$ cat src/rtl/mul_div_unit.sv
// Iterative multiply/divide unit: MULTU/MULT via shift-add, DIVU/DIV via restoring
// division, one bit per cycle. Produces the {hi, lo} pair written into HI/LO.
module mul_div_unit #(
  parameter int unsigned WIDTH = 32
) (
  input  logic             CLK,
  input  logic             reset,
  input  logic             start,
  input  logic [1:0]       op,
  input  logic [WIDTH-1:0] srcA,
  input  logic [WIDTH-1:0] srcB,
  output logic             busy,
  output logic             done,
  output logic [WIDTH-1:0] hi,
  output logic [WIDTH-1:0] lo,
  output logic             divZero
);

  localparam int unsigned CntW = (WIDTH > 2) ? $clog2(WIDTH) : 1;
  localparam logic [CntW-1:0] CntLast = CntW'(WIDTH - 1);

  typedef enum logic [1:0] {StIdle, StCalc, StFix, StDone} state_e;

  state_e               state_q, state_d;
  logic                 is_div_q, is_div_d;
  logic                 sign_a_q, sign_a_d;
  logic                 sign_b_q, sign_b_d;
  logic                 dz_q, dz_d;
  logic [WIDTH-1:0]     opnd_q, opnd_d;     // multiplicand or divisor magnitude
  logic [2*WIDTH-1:0]   acc_q, acc_d;       // {hi part, lo part} working register
  logic [CntW-1:0]      cnt_q, cnt_d;
  logic                 busy_q, busy_d;
  logic                 done_q, done_d;
  logic [WIDTH-1:0]     hi_q, hi_d;
  logic [WIDTH-1:0]     lo_q, lo_d;
  logic                 div_zero_q, div_zero_d;

  logic [WIDTH-1:0]     mag_a, mag_b;
  logic                 sgn_a, sgn_b;
  logic [WIDTH:0]       add_sum;
  logic [WIDTH:0]       rem_sh;
  logic [WIDTH:0]       rem_sub;
  logic [2*WIDTH-1:0]   mul_next, div_next;
  logic [WIDTH-1:0]     q_fix, r_fix;

  // Operand magnitudes and one datapath step for each operation
  always_comb begin
    sgn_a = op[0] & srcA[WIDTH-1];
    sgn_b = op[0] & srcB[WIDTH-1];
    // Negating MIN yields MIN, which read unsigned is exactly 2^(WIDTH-1)
    mag_a = sgn_a ? (~srcA + 1'b1) : srcA;
    mag_b = sgn_b ? (~srcB + 1'b1) : srcB;

    add_sum  = {1'b0, acc_q[2*WIDTH-1:WIDTH]} + {1'b0, opnd_q};
    mul_next = acc_q[0] ? {add_sum, acc_q[WIDTH-1:1]} : {1'b0, acc_q[2*WIDTH-1:1]};

    rem_sh  = {acc_q[2*WIDTH-1:WIDTH], acc_q[WIDTH-1]};
    rem_sub = rem_sh - {1'b0, opnd_q};
    // Top bit of rem_sub is the borrow: set means the divisor did not fit
    div_next = rem_sub[WIDTH] ? {rem_sh[WIDTH-1:0], acc_q[WIDTH-2:0], 1'b0}
                              : {rem_sub[WIDTH-1:0], acc_q[WIDTH-2:0], 1'b1};

    q_fix = (sign_a_q ^ sign_b_q) ? (~acc_q[WIDTH-1:0] + 1'b1) : acc_q[WIDTH-1:0];
    r_fix = sign_a_q ? (~acc_q[2*WIDTH-1:WIDTH] + 1'b1) : acc_q[2*WIDTH-1:WIDTH];
  end

  // Next-state and datapath register updates
  always_comb begin
    state_d    = state_q;
    is_div_d   = is_div_q;
    sign_a_d   = sign_a_q;
    sign_b_d   = sign_b_q;
    dz_d       = dz_q;
    opnd_d     = opnd_q;
    acc_d      = acc_q;
    cnt_d      = cnt_q;
    busy_d     = busy_q;
    done_d     = 1'b0;
    hi_d       = hi_q;
    lo_d       = lo_q;
    div_zero_d = div_zero_q;

    unique case (state_q)
      StIdle: begin
        // The done cycle itself does not accept a new request
        if (start && !done_q) begin
          is_div_d   = op[1];
          sign_a_d   = sgn_a;
          sign_b_d   = sgn_b;
          cnt_d      = '0;
          div_zero_d = 1'b0;
          busy_d     = 1'b1;
          if (op[1]) begin
            opnd_d = mag_b;
            if (srcB == '0) begin
              dz_d    = 1'b1;
              acc_d   = {srcA, {WIDTH{1'b1}}};
              state_d = StFix;
            end else begin
              dz_d    = 1'b0;
              acc_d   = {{WIDTH{1'b0}}, mag_a};
              state_d = StCalc;
            end
          end else begin
            dz_d    = 1'b0;
            opnd_d  = mag_a;
            acc_d   = {{WIDTH{1'b0}}, mag_b};
            state_d = StCalc;
          end
        end
      end
      StCalc: begin
        acc_d = is_div_q ? div_next : mul_next;
        cnt_d = cnt_q + 1'b1;
        if (cnt_q == CntLast) state_d = StFix;
      end
      StFix: begin
        if (!dz_q) begin
          if (is_div_q) begin
            acc_d = {r_fix, q_fix};
          end else if (sign_a_q ^ sign_b_q) begin
            acc_d = {(2*WIDTH){1'b0}} - acc_q;
          end
        end
        state_d = StDone;
      end
      StDone: begin
        hi_d       = acc_q[2*WIDTH-1:WIDTH];
        lo_d       = acc_q[WIDTH-1:0];
        done_d     = 1'b1;
        busy_d     = 1'b0;
        div_zero_d = dz_q;
        state_d    = StIdle;
      end
      default: state_d = StIdle;
    endcase
  end

  // State registers; reset aborts any operation in flight
  always_ff @(posedge CLK or negedge reset) begin
    if (!reset) begin
      state_q    <= StIdle;
      is_div_q   <= 1'b0;
      sign_a_q   <= 1'b0;
      sign_b_q   <= 1'b0;
      dz_q       <= 1'b0;
      opnd_q     <= '0;
      acc_q      <= '0;
      cnt_q      <= '0;
      busy_q     <= 1'b0;
      done_q     <= 1'b0;
      hi_q       <= '0;
      lo_q       <= '0;
      div_zero_q <= 1'b0;
    end else begin
      state_q    <= state_d;
      is_div_q   <= is_div_d;
      sign_a_q   <= sign_a_d;
      sign_b_q   <= sign_b_d;
      dz_q       <= dz_d;
      opnd_q     <= opnd_d;
      acc_q      <= acc_d;
      cnt_q      <= cnt_d;
      busy_q     <= busy_d;
      done_q     <= done_d;
      hi_q       <= hi_d;
      lo_q       <= lo_d;
      div_zero_q <= div_zero_d;
    end
  end

  assign busy    = busy_q;
  assign done    = done_q;
  assign hi      = hi_q;
  assign lo      = lo_q;
  assign divZero = div_zero_q;

endmodule

$ cat config.mk
export PLATFORM = sky130hd
export DESIGN_NAME = mul_div_unit
export DESIGN_NICKNAME = d
export VERILOG_FILES = /design/src/rtl/mul_div_unit.sv
export SDC_FILE = /design/constraint.sdc
export NUM_CORES = 1
export LEC_CHECK = 0
export CORE_MARGIN = 1.5
export CORE_UTILIZATION = 55
export CTS_CLUSTER_SIZE = 30
export DETAILED_ROUTE_END_ITERATION = 8
export PLACE_DENSITY = 0.78
export SKIP_LAST_GASP = 1
export SLEW_MARGIN = 15
export SYNTH_ARGS = -nofsm -noshare
export SYNTH_HDL_FRONTEND = slang
export SYNTH_SLANG_ARGS = --single-unit
$ cat constraint.sdc
create_clock -name CLK -period 5.2 [get_ports CLK]
set_input_delay 1.04 -clock CLK [delete_from_list [all_inputs] [get_ports CLK]]
set_output_delay 1.04 -clock CLK [all_outputs]
set_load 0.02 [all_outputs]
Yosys cells after proc, flatten, opt, wreduce, memory -nomap -nowiden
Cells that the tools add are included.
Widths: inputs -> output; s select.
{ "totals": {"ff_bits": 174, "inputBits": 69, "output_inout_bits": 67} }
{ "op_classes": {"eq_ne": 10, "reduce_logical": 13, "addsub": 8, "muxes": 29, "n_bitwise": 7} }
{ "ops": {"columns": ["cell", "count"], "rows": [
  ["$mux 64", 9],
  ["$pmux 64 s3", 1],
  ["$mux 32", 5],
  ["$add 32x1->32 const B", 4],
  ["$not 32->32", 4],
  ["$sub 1x64->64 const A", 1],
  ["$add 32x32->33", 1],
  ["$sub 33x32->33", 1],
  ["$logic_not 32->1", 1],
  ["$pmux 5 s2", 1],
  ["$mux 2", 4],
  ["$ne 2x2->1 const B", 4],
  ["$pmux 2 s4", 1],
  ["$reduce_and 2->1", 4],
  ["$ne 3x3->1 const B", 2],
  ["$add 5x1->5 const B", 1],
  ["$eq 5x5->1 const B", 1],
  ["$mux 1", 5],
  ["$mux 5", 1],
  ["$reduce_and 5->1", 1],
  ["$eq 2x2->1 const B", 2],
  ["$pmux 1 s2", 2],
  ["$reduce_and 4->1", 1],
  ["$reduce_bool 2->1", 2],
  ["7 further kinds", 8]
]} }

Logic depth before layout (Yosys ltp)
{ "logic_depth": {"ltp_word": 7, "depth_mapped": 15, "mapped_depth_nobuf": 13} }

Least setup slack after synthesis
No wires, ideal clock.
{ "synth_path": {"path_type": "input to register", "startpoint": "input port srcB[9]", "endpoint": "register acc_q[3]", "path_stages": 13, "t_arrival_ps": 3894, "path_buffers": 3, "t_required_ps": 5117, "slack_ps": 1223, "cell_sequence": "or4_1 nor4_1 nand2_1 nor3_1 and3_1 buf_2 or2_2 buf_2 clkbuf_1 nor2_1 o21ai_0 nand2_1 o21ai_0"} }
{ "synth_between": {"elab_chain_len": 5} }
{ "synth_lines": {"columns": ["item", "line_no", "text"], "rows": [
  ["start: declaration", "11", "input logic [WIDTH-1:0] srcB,"],
  ["$logic_not 32->1", "95", "if (srcB == '0) begin"],
  ["$mux 64", "95", null],
  ["$mux 64", "93", "if (op[1]) begin"],
  ["$mux 64", "86", "if (start && !done_q) begin"],
  ["$pmux 64 s3", "83", "unique case (state_q)"],
  ["end signal: assignment", "148", "acc_q <= '0;"],
  ["end signal: assignment", "162", "acc_q <= acc_d;"],
  ["end: declaration", "30", "logic [2*WIDTH-1:0] acc_q, acc_d;"]
]} }
No other way between the ends. The select of a mux whose other input is x is not followed.
A chain may end at the register's enable or synchronous reset.

Final worst setup path
{ "layout_path": {"startpoint": "register acc_q[32]", "endpoint": "register acc_q[47]"} }
{ "layout_between": {"elab_chain_len": 6, "word_cells_on_any_way": 13, "classes_between": "add/sub (4); mux (8); bitwise (1)"} }
{ "layout_lines": {"columns": ["item", "line_no"], "rows": [
  ["parallel branches: the longest is 5 deep, another holds $sub 1x64->64", null],
  ["$pmux 64 s3 (*)", "83"]
]} }
Every way passes the cells marked *. The select of a mux whose other input is x is not followed.

==> out/qor.yml <==
row_count: 61
synth_xor_xnor_area_share: 0.0743
synth-adder-area-share: 0.0616
outcome: "complete, no violations"
grt_pass1_wl_um: 81300
syn_area_per_cell_um2: 7.99
synth_compound_area_frac: 0.256
vdd_drop_max_uv: 509
cts.sinks: 174
hpwl_um: 37300
max_slew_margin: 0.242
synth_ff_type: "dfrtp_1"
finalHoldViolCount: 0
synth_common_cells: "a21oi_1, nand2_1, dfrtp_1"
synth_seq_cells: 174
muxShareOfSynthArea: 0.0994
grt_max_degree: 116
placed_cells: 2386
path_clk_slew_ns: 0.08
synth-seq-area-share: 0.278
num_antenna_cells: 0
cts.repair.resized: 0
power_mw: 13.0
final_layout_size_suffix_gt1_frac: 0.0961
synth_top_family_by_area: "compound AO/OA/AOI/OAI gates"
p_leak_nw: 7.61
rsz0062_at_grt: "no"
drv_slew: 0
via_count: 15825
fin_area_um2: 18000
cap_violations: 0
grtUsageTotal: 0.357
path_class: "flop to flop"
crit_required_ns: 5.60
antenna_left: 0
synth_top_area_cell: "dfrtp_1"
vias_per_cell: 6.55
ys_warn_count: 0
first_iter_violations: 1677
min_to: "hi[17]"
drt-pass1-iter-count: 6
post_cts_buffers: 0
reg2reg_to: "acc_q[47]"
postCtsHoldBufs: 0
dpl_cell_area_um2: 17400
layoutNonFillerInstCount: 2417
die_w_um: 172
setup_tns_ns: 0
ff2ff_setup_slack_ns: 0.60
cts_htree_levels: 4
post-route-period-util: 0.885
pwr_density_cell_nw_per_um2: 725
synth_most_common_cell: "a21oi_1"
critPathMaxFanout: 39
synth.top_cell.area_share: 0.278
nets: 2172
ioPinCount: 136
hold_class: "flop to flop"
timing.rr.start: "acc_q[32]"
portBuffers: 135
die_area_um2: 29500
post-place-ws_ns: 0.686
initial_core_util: 0.561
holdPathStages: 1
synth.area.top_cells: "dfrtp_1, mux2_2, a21oi_1, ha_1, o21ai_0"
netlist_instances: 1961
place.gp.congestion: 0.991
max_freq_mhz: 217
die_h_um: 172
core_area_um2: 27900
worst_pin_slew_ns: 1.14
cts-buffers-inserted: 17
cp-start-kind: "flop"
cts_root_buf: "clkbuf_16"
timing.final.crit_period_ns: 4.60
async_flop_share: 1.00
area_growth_pct: 14.6
clkLatencyLatePin_ns: 0.46
final.setup.worst_slack_ns: 0.596
routed_wl_um: 52100
antenna_found_initial: 1
wl_per_cell_um: 21.6
cp-end-kind: "flop"
setup_viol: 0
synth_fp_nets: 2106
cts_tree: "built"
synthDistinctLibCells: 75
syn_area_um2: 15700
fin_skew_ns: 0.0183
overflow: 0
drc: 0
synth-simple-area-share: 0.184
rr_worst_depth: 14
synth-edff-count: 0
clk_path_buf_depth: 2
hp-start: "hi[17]"
crit_arrival_ns: 5.01
first_global_vias: 14878
cell usage in the layout (no fill, tap or decap), drive strengths merged, types with 17 or more instances in the layout:
cell,instances
a21oi,192
nand2,189
dfrtp,174
nor2,173
o21ai,160
clkdlybuf4s50,133
mux2,94
xnor2,82
ha,74
nor3,69
inv,65
a21o,52
xor2,51
mux2i,50
buf,40
a31oi,36
a211oi,33
nand3,29
clkbuf,21
nor2b,19
nor4,19
or3,18
nand2b,17
o31ai,17
layout make-up:
class,count,area (µm²)
Clock inverter,11,158
Inverter,64,240
Tap cell,378,473
Clock buffer,20,447
Timing Repair Buffer,174,1670
Multi-Input combinational cell,1596,10600
Fill cell,2452,9960
Sequential cell,174,4360
registers in the layout, summed over array words and instances, names as in the netlist:
register,count
hi,32
divZero,1
acc_q,64
state_q,2
done,1
dz_q,1
sign_a_q,1
sign_b_q,1
lo,32
cnt_q,5
busy,1
is_div_q,1
opnd_q,32
through the flow:
step,util,hold WS [ns]
2_1_floorplan,-,0.478
3_3_place_gp,0.622,0.489
3_5_place_dp,0.622,0.494
4_1_cts,0.643,0.509
5_1_grt,0.643,0.519
6_report,0.643,0.502
kinds of logic after synthesis:
group / after synthesis
AO/OA/AOI/OAI: 634
AND/OR/NAND/NOR: 609
buffers and inverters: 191
flip-flops: 174
multiplexers: 144
XOR/XNOR: 133
adder cells (fa/ha/maj): 76
critical path, cell delays in order (launching register included):
cell and delay [ns]:
dfrtp_1 0.53, inv_1 0.18, fa_1 0.47, nand2b_1 0.17, a21oi_1 0.27, a21oi_1 0.11, buf_4 0.18, o41ai_2 0.44
a2bb2oi_1 0.17, o41ai_1 0.77, xor2_4 0.20, buf_12 0.27, mux2i_1 0.11, a2111oi_0 0.47, a221o_1 0.17
worst max-delay path by stage:
stage                   start  slack [ns]         to
detailed placement  acc_q[32]        0.69  acc_q[52]
CTS                 acc_q[32]        0.63  acc_q[51]
floorplan             srcB[9]        1.22   acc_q[3]
global route        acc_q[32]        0.31  acc_q[47]
finish              acc_q[32]        0.60  acc_q[47]
global placement    acc_q[32]        0.74  acc_q[40]
routing by layer:
| metal | vias up | GRT usage | share of wire |
|---|---|---|---|
| li1 | 7296 | - | - |
| met1 | 7515 | 0.495 | 0.42 |
| met2 | 883 | 0.550 | 0.44 |
| met3 | 129 | 0.0578 | 0.10 |
| met4 | 2 | 0.151 | 0.035 |
| met5 | - | 0 | 0.00025 |
power by group:
part / switching (mW) / internal (mW) / total, mW
logic: 5.11 / 3.68 / 8.80
registers: 0.886 / 1.98 / 2.86
clock network: 0.599 / 0.774 / 1.37
Note: power is estimated with default switching activity, not from simulation.
==> variant, RTL diff (same flow settings) <==
Set the parameter `WIDTH` to 16 (it was 32).
--- a/src/rtl/mul_div_unit.sv
+++ b/src/rtl/mul_div_unit.sv
@@ -2,5 +2,5 @@
 // division, one bit per cycle. Produces the {hi, lo} pair written into HI/LO.
 module mul_div_unit #(
-  parameter int unsigned WIDTH = 32
+  parameter int unsigned WIDTH = 16
 ) (
   input  logic             CLK,
Interface: changed (resized hi, lo, srcA and srcB); port bits go from 136 to 72. No check against the original RTL was run, so the function may have changed too.
==> variant against the original RTL <==
The run now ends with DRC left; first-iteration DRC count down 45%; worst setup slack better by 0.48 ns; sequential share of layout area up 0.70 points; die area down 46%; sequential power fell by 46%; cell area fell by 48%; critical path depth fell by 5; routed wire length decreased by 51%; sequential cell count shrank 81; synthesized area shrank 47%; total power decreased by 46%.
==> variant: results (changes against the original RTL) <==
{| class="wikitable"
! Metric !! Value
|-
| Wirelength, routed || 25400 µm (-51%)
|-
| Launch point of the worst hold path || hi[8]
|-
| Slowest stage cell, crit path || and2_1
|-
| Vias after detailed routing || 8052 (-49%)
|-
| Crit-path max FO || 19 (-51%)
|-
| Number of I/O port buffers || 71 (-47%)
|-
| Max_slew headroom || 0.340 (+0.0976)
|-
| Capture point of the worst reg-to-reg path || acc_q[29]
|-
| Failing checks || DRC
|-
| DRC violations left || 4 (+4)
|-
| Initial detailed-routing violation count || 930 (-45%)
|-
| Inst Count DP || 1209 (-49%)
|-
| Source of the critical timing path || start
|-
| Result of the run || complete, but fails checks
|-
| Top cells by instance count after synthesis || 105 x a21oi_1, 97 x nor2_1, 93 x dfrtp_1
|-
| HPWL reported at the end of detailed placement || 18600 µm (-50%)
|-
| Final Wtd Congestion || 0.956 (-3.5%)
|-
| Maximum ir drop on the vdd rail || 0.000476 V (-6.5%)
|-
| Portion of netlist area occupied by mux cells || 0.109 (+0.0100)
|-
| Pre-CTS setup slack || 0.829 ns (+0.143 ns)
|-
| Avg Synthesized Cell Area || 8.29 µm² (+3.6%)
|-
| Sequential-to-total area share from yosys stat || 0.281 (+0.00315)
|-
| Maximum clock skew at final layout || 0.00633 ns (-0.0119 ns)
|-
| Largest cells by area after synthesis || dfrtp_1 28%, mux2_2 7.2%, a21oi_1 6.3%, ha_1 6.2%, o21ai_0 4.7%
|-
| FF-to-FF setup slack || 1.55 ns (+0.95 ns)
|-
| Share of cells above drive strength 1 || 0.106 (+0.00964)
|-
| Reported leakage power || 3.88 nW (-49%)
|-
| Number of global-route vias before repair || 7359 (-51%)
|-
| Placement Cell Area || 9020 µm² (-48%)
|-
| Logic depth of the worst register-to-register path || 12 (-2)
|-
| Length of the first detailed-routing pass in iterations || 8 (+2)
|-
| Overall Global Routing Usage || 0.320 (-0.0365)
|-
| Xor/xnor share of the synthesized area || 0.0613 (-0.0130)
|}
==> variant: cell count changes after synthesis, moves of 41 or more <==
cell / delta
a21o_1: -43
nand2_1: -117
xnor2_1: -45
clkbuf_1: -65
a21oi_1: -87
nor2_1: -76
dfrtp_1: -81
o21ai_0: -81
mux2_2: -41
==> variant: report_power, final <==
group	total (mW)	switching, mW	internal [mW]	leakage [nW]
Sequential	1.55	0.487	1.06	1.17
Clock	0.726	0.303	0.423	0.153
Combinational	4.83	2.80	2.03	2.56
Total	7.10	3.59	3.51	3.88
==> variant: final cells by class <==
| cell class | count | area (µm²) | area share |
|---|---|---|---|
| multi-input combinational | 801 | 5480 | 0.587 |
| sequential | 93 | 2330 | 0.249 |
| timing repair buffer | 84 | 801 | 0.0858 |
| tap | 184 | 230 | 0.0247 |
| clock buffer | 9 | 225 | 0.0241 |
| inverter | 47 | 176 | 0.0189 |
| clock inverter | 6 | 93.8 | 0.0101 |
==> variant: worst max-delay path, delay by kind of cell <==
kind            cells  cell delay, ns
compound gates      2            0.39
simple gates        6            2.51
buf+inv             1            0.48
==> variant: worst max path at each step <==
stage	endpoint	slack (ns)	cells after the start
floorplan	acc_q[28]	2.35	10
global placement	acc_q[28]	0.99	9
detailed placement	acc_q[28]	0.83	9
CTS	acc_q[28]	1.20	9
global route	acc_q[28]	0.91	9
finish	acc_q[28]	1.07	9
==> variant: metal layers <==
layer / track usage / wire [µm] / up-vias
li1: - / - / 3739
met1: 0.429 / 10600 / 3784
met2: 0.516 / 11500 / 454
met3: 0.0667 / 2550 / 75
met4: 0.114 / 781 / 0
met5: 0 / 0 / -
==> variant: cell families (layout without fill, tap and decap cells) <==
logic type	after synthesis	in the layout
compound gates	319	319
simple gates	297	297
buf+inv	106	146
flops	93	93
mux	84	84
xor+xnor	58	58
fa+ha+maj	43	43
